[config.mk]
export PLATFORM = sky130hd
export DESIGN_NAME = led_matrix_driver
export DESIGN_NICKNAME = d
export VERILOG_FILES = /design/src/rtl/led_pkg.sv /design/src/rtl/led_matrix_driver_pwm_timebase.sv /design/src/rtl/led_matrix_driver.sv
export SDC_FILE = /design/constraint.sdc
export NUM_CORES = 1
export LEC_CHECK = 0
export ABC_AREA = 1
export CAP_MARGIN = 25
export CORE_MARGIN = 2
export CORE_UTILIZATION = 50
export CTS_CLUSTER_DIAMETER = 30
export DETAILED_ROUTE_END_ITERATION = 8
export PLACE_DENSITY = 0.7
export RECOVER_POWER = 100
export SLEW_MARGIN = 20
export SYNTH_ARGS = -nofsm -noshare
export SYNTH_HDL_FRONTEND = slang
export SYNTH_HIERARCHICAL = 1
export SYNTH_SLANG_ARGS = --single-unit
[constraint.sdc]
create_clock -name HCLK -period 4.8 [get_ports HCLK]
set_input_delay 0.48 -clock HCLK [delete_from_list [all_inputs] [get_ports HCLK]]
set_output_delay 0.48 -clock HCLK [all_outputs]
set_load 0.05 [all_outputs]
[src/rtl/led_pkg.sv]
// Shared types and constants for the 4x4 LED matrix driver.
package led_pkg;

   localparam int NUM_ROWS = 4;
   localparam int NUM_COLS = 4;
   localparam logic [3:0] DEFAULT_BRIGHTNESS = 4'b0010;

   typedef logic [3:0] pixel_t;
   typedef pixel_t [NUM_ROWS-1:0][NUM_COLS-1:0] frame_t;

   // Effective intensity: upper nibble of pixel * (brightness + 1), range 0..15.
   function automatic pixel_t scale_intensity(input pixel_t value, input pixel_t bright);
      logic [7:0] prod;
      prod = {4'b0000, value} * ({4'b0000, bright} + 8'd1);
      return prod[7:4];
   endfunction

endpackage

[src/rtl/led_matrix_driver_pwm_timebase.sv]
// PWM timebase: prescaler, PWM slot counter and row counter for the row scan.
module pwm_timebase
   import led_pkg::*;
#(
   parameter int         PRESCALE = 4,
   parameter logic [3:0] PWM_LAST = 4'd15
) (
   input  logic       HCLK,
   input  logic       HRESETn,
   input  logic       enable,
   output logic       tick,
   output logic [3:0] pwm_cnt,
   output logic [1:0] row,
   output logic       frame_boundary
);

   localparam int PS_W = (PRESCALE > 1) ? $clog2(PRESCALE) : 1;
   localparam logic [PS_W-1:0] PS_MAX = PS_W'(PRESCALE - 1);
   localparam logic [1:0] ROW_LAST = 2'(NUM_ROWS - 1);

   logic [PS_W-1:0] presc_cnt;

   assign tick = enable && (presc_cnt == PS_MAX);
   // High while the counters sit in the last slot of the last row; the tick
   // that leaves this slot is the edge that wraps the frame.
   assign frame_boundary = (row == ROW_LAST) && (pwm_cnt == PWM_LAST);

   // Prescaler, PWM slot and row counters; all frozen while scanning is idle.
   always_ff @(posedge HCLK or negedge HRESETn) begin
      if (!HRESETn) begin
         presc_cnt <= '0;
         pwm_cnt   <= '0;
         row       <= '0;
      end else if (enable) begin
         if (tick) begin
            presc_cnt <= '0;
            if (pwm_cnt == PWM_LAST) begin
               pwm_cnt <= '0;
               row     <= row + 2'd1;
            end else begin
               pwm_cnt <= pwm_cnt + 4'd1;
            end
         end else begin
            presc_cnt <= presc_cnt + PS_W'(1);
         end
      end
   end

endmodule

[src/rtl/led_matrix_driver.sv]
// 4x4 LED matrix driver: double-buffered frame, row scan with per-pixel PWM
// scaled by global brightness, and a per-frame pixel readback strobe.
// Optional build macro ROW_BLANK_EN blanks row and columns during PWM slot 0
// of every row as anti-ghosting dead time.
module led_matrix_driver
   import led_pkg::*;
#(
   parameter int PRESCALE  = 4,
   parameter int PWM_STEPS = 16
) (
   input  logic       HCLK,
   input  logic       HRESETn,
   input  frame_t     pixels,
   input  logic       load_enable,
   input  logic [3:0] brightness_value,
   output logic [3:0] row_sel,
   output logic [3:0] col_drive,
   output logic       output_enable,
   output logic [3:0] pixel
);

   localparam logic [3:0] PWM_LAST = 4'(PWM_STEPS - 1);

   frame_t     active;
   frame_t     shadow;
   pixel_t     active_bright;
   pixel_t     shadow_bright;
   logic       pending;
   logic       running;
   logic [3:0] ptr;

   logic       tick;
   logic [3:0] pwm_cnt;
   logic [1:0] row;
   logic       last_slot;
   logic       frame_end;
   logic       commit;
   logic [3:0] row_next;
   logic [3:0] col_next;

   pwm_timebase #(
      .PRESCALE (PRESCALE),
      .PWM_LAST (PWM_LAST)
   ) u_timebase (
      .HCLK           (HCLK),
      .HRESETn        (HRESETn),
      .enable         (running),
      .tick           (tick),
      .pwm_cnt        (pwm_cnt),
      .row            (row),
      .frame_boundary (last_slot)
   );

   assign frame_end = tick && last_slot;
   // A pending shadow goes live immediately when idle, otherwise at frame end.
   assign commit = pending && (!running || frame_end);

   // Shadow capture, shadow->active commit and the running flag.
   always_ff @(posedge HCLK or negedge HRESETn) begin
      if (!HRESETn) begin
         active        <= '0;
         shadow        <= '0;
         active_bright <= DEFAULT_BRIGHTNESS;
         shadow_bright <= DEFAULT_BRIGHTNESS;
         pending       <= 1'b0;
         running       <= 1'b0;
      end else if (load_enable && frame_end) begin
         // Load landing on the frame edge bypasses the shadow entirely.
         active        <= pixels;
         active_bright <= brightness_value;
         pending       <= 1'b0;
      end else begin
         if (commit) begin
            active        <= shadow;
            active_bright <= shadow_bright;
            pending       <= 1'b0;
            running       <= 1'b1;
         end
         if (load_enable) begin
            shadow        <= pixels;
            shadow_bright <= brightness_value;
            pending       <= 1'b1;
         end
      end
   end

   // Row select and PWM compare for the row currently being scanned.
   always_comb begin
      row_next = running ? (4'b0001 << row) : 4'b0000;
      col_next = 4'b0000;
      for (int c = 0; c < NUM_COLS; c++) begin
         col_next[c] = running && (pwm_cnt < scale_intensity(active[row][c], active_bright));
      end
`ifdef ROW_BLANK_EN
      if (pwm_cnt == 4'd0) begin
         row_next = 4'b0000;
         col_next = 4'b0000;
      end
`else
`endif
   end

   // Registered matrix drive plus frame-end readback of the pre-commit buffer.
   always_ff @(posedge HCLK or negedge HRESETn) begin
      if (!HRESETn) begin
         row_sel       <= 4'b0000;
         col_drive     <= 4'b0000;
         output_enable <= 1'b0;
         pixel         <= 4'b0000;
         ptr           <= 4'd0;
      end else begin
         row_sel       <= row_next;
         col_drive     <= col_next;
         output_enable <= frame_end;
         if (frame_end) begin
            pixel <= active[ptr[3:2]][ptr[1:0]];
            ptr   <= ptr + 4'd1;
         end
      end
   end

endmodule

==> flow_metrics.tcl <==
set metrics [dict create \
    busiest_layer "met2" \
    asyncSetResetFlopFracSynth_pct 100 \
    fin_crit_ns 4.41 \
    vdd_drop_max_v 0.000230 \
    p_sw_uw 718 \
    cts.clk_slew.worst_paths_ns 0.07 \
    flow.area_growth_from_synthesis_pct 15.2 \
    end_kind "flop" \
    postCtsSetupRepairBufs 0 \
    final_nets 1415 \
    numCtsBuffers 17 \
    yosys_warnings 6 \
    p_clk_share_pct 44.6 \
    vias 8563 \
    ys_types 40 \
    hold_violations 0 \
    finalWirelength_um 25900 \
    combPwrFrac_pct 5.9 \
    synth.largest_area_cell "dfrtp_1" \
    r2r_cells 19 \
    min_from "shadow[41]" \
    num_rows 51 \
    avgSynthCellArea_um2 8.26 \
    fin_cells 1549 \
    synth_nets 1360 \
    fillerInstances 1786 \
    path_class "reg -> reg" \
    drt_first_pass_iters 5 \
    cp.required_ns 5.16 \
    wl_per_cell_um 16.7 \
    crit_path_start "u_timebase/row[0]" \
    cts_resized 0 \
    met1_usage_pct 35.0 \
    holdPathEnd "shadow[41]" \
    internal_power_uw 2210 \
    start_util_pct 51.3 \
    cts_tree "yes" \
    yosysTopAreaCellShare_pct 40.1 \
    cts-root-buf "clkbuf_16" \
    crit_fanout 10 \
    slew_violations 252 \
    maxCapViolCount 4 \
    track_usage_pct 25.1 \
    synth-edff-count 0 \
    drtIter0Drc 770 \
    first_global_vias 8076 \
    seq_area_frac_synth_pct 40.6 \
    die_w_um 146 \
    period_share_pct 92.0 \
    cpPeakStageDelay_ns 0.52 \
    hold_depth 2 \
    final_common_cell "inv_1" \
    placed_cells 1517 \
    antenna_found_initial 0 \
    viasPerCell 5.53 \
    drive_gt1_share_pct 7.09 \
    p_leak_uw 0.00567 \
    cts_max_path_buffers 2 \
    path_cells "inv_2, nand2_2, o21ai_0, a221oi_2, nor2_1, fa_1, inv_1, fa_1, inv_1, ha_1, inv_1, o21ai_0, a221oi_1, nand2_1, nand2_1, nand2_1, ha_1, a211o_1, a21oi_1" \
    slowest_stage "dfrtp_1" \
    grt_max_degree 95 \
    synth.cell_area_um2 10000 \
    io_buffers 83 \
    outcome "finished, violations left" \
    htreeDepth 4 \
    hpwlAfterDp_um 18800 \
    skew_ns 0.00985 \
    rr_endpoint "col_drive[2]" \
    grt_overflow_total 0 \
    top_regs "active (64), shadow (64)" \
    grtUsageMet3_pct 3.79 \
    reg2reg_from "u_timebase/row[0]" \
    clkSinkCount 163 \
    grt_setup_unrepaired "no" \
    gr-usage-met2_pct 39.8 \
    post-route-drc-count 0 \
    switching_share_pct 24.6 \
    fmax_ghz 0.227 \
    seq_power_share_pct 49.6 \
    layout_common_cells "217 x inv_1, 181 x nand2_1, 161 x dfrtp_1" \
    violations "capacitance limit, slew limit" \
    ctsHoldBuffers 0 \
    synth_area_leaders "dfrtp_1 40%, inv_1 8.0%, nand2_1 6.7%" \
    synth_flop_cell "dfrtp_1" \
    worst_pin_slew_ns 2.39 \
    die_h_um 146 \
    gp_congestion 0.934 \
    postSynthCellCount 1216 \
    critPathArrivalTime_ns 4.77 \
    start_kind "flop" \
    ant_nets 0 \
    ys_ff_latch 163 \
    power_density_nw_per_um2 253 \
    hp-class "reg -> reg" \
    setup_violations 0 \
    finalSetupTns_ns 0 \
    slew_headroom_pct -59.7 \
    clk_latency_ns 0.44 \
    grt_first_pass_wirelength_um 42600 \
    ios 84 \
    n_antenna_cell 0 \
    r2r_slack_ns 0.39 \
    design.core.area_um2 19600 \
    die-area_um2 21200 \
]
routing by layer:
| metal | vias up | routed length [µm] |
|---|---|---|
| met1 | 4078 | 11700 |
| li1 | 4168 | - |
| met2 | 270 | 12100 |
| met5 | - | 0 |
| met4 | 0 | 771 |
| met3 | 47 | 1400 |
synth_stat cells, types with 20 or more instances:
library cell	count
ha_1	53
a21oi_1	30
clkbuf_1	47
o221ai_1	68
dfrtp_1	161
fa_1	20
nand2_1	180
inv_1	215
nand3_1	94
nand4_1	28
nor2_1	72
o21ai_0	108
cell families (layout without fill, tap and decap cells):
group / Yosys count / after routing / synth area share [%]
muxes: 1 / 1 / 0.112
buffers and inverters: 288 / 356 / 11.2
adders and majority gates: 73 / 73 / 10.6
DFF: 163 / 163 / 40.6
and+or+nand+nor: 425 / 425 / 19.7
AOI/OAI and AO/OA: 247 / 247 / 16.1
xor gates and xnor gates: 19 / 19 / 1.66
critical path: cells and delay by family (launching register included):
kind	cells	cell delay (ns)
AND/OR/NAND/NOR	5	0.50
buffers and inverters	4	0.36
AO/OA/AOI/OAI	6	1.32
flip-flops	1	0.52
adder cells (fa/ha/maj)	4	1.63
power by group through the flow:
stage / clock (µW) / sequential, µW / combinational, µW
3_5_place_dp: 0 / 1470 / 176
6_report: 1300 / 1450 / 171
2_1_floorplan: 0 / 1470 / 69.7
5_1_grt: 1380 / 1460 / 198
3_3_place_gp: 0 / 1470 / 172
4_1_cts: 1320 / 1450 / 177
stage by stage:
stage	utilization, %	hold slack, ns	worst slack [ns]	cell area, µm²	total power [µW]
floorplan	-	0.184	0.656	10000	1540
global placement	56.5	0.466	0.528	11100	1640
detailed placement	56.5	0.473	0.413	11100	1650
CTS	59.4	0.179	0.398	11600	2950
global route	59.1	0.508	0.0434	11600	3030
finish	59.1	0.485	0.385	11600	2930
worst max path at each step:
stage	slack, ns	to	depth (start not counted)
final	0.39	col_drive[2]	19
after global routing	0.04	col_drive[3]	20
after CTS	0.40	col_drive[1]	19
after detailed placement	0.41	col_drive[1]	19
after global placement	0.53	col_drive[1]	19
after floorplan	0.66	col_drive[3]	20
area by class of cell:
| cell class | count | area, µm² | area share, % |
|---|---|---|---|
| Clock buffer | 22 | 464 | 4.01 |
| Sequential cell | 163 | 4080 | 35.3 |
| Timing Repair Buffer | 101 | 943 | 8.15 |
| Inverter | 223 | 840 | 7.25 |
| Multi-Input combinational cell | 765 | 4820 | 41.6 |
| Clock inverter | 10 | 93.8 | 0.811 |
| Tap cell | 265 | 332 | 2.86 |
Power figures use the tool's default switching activity.
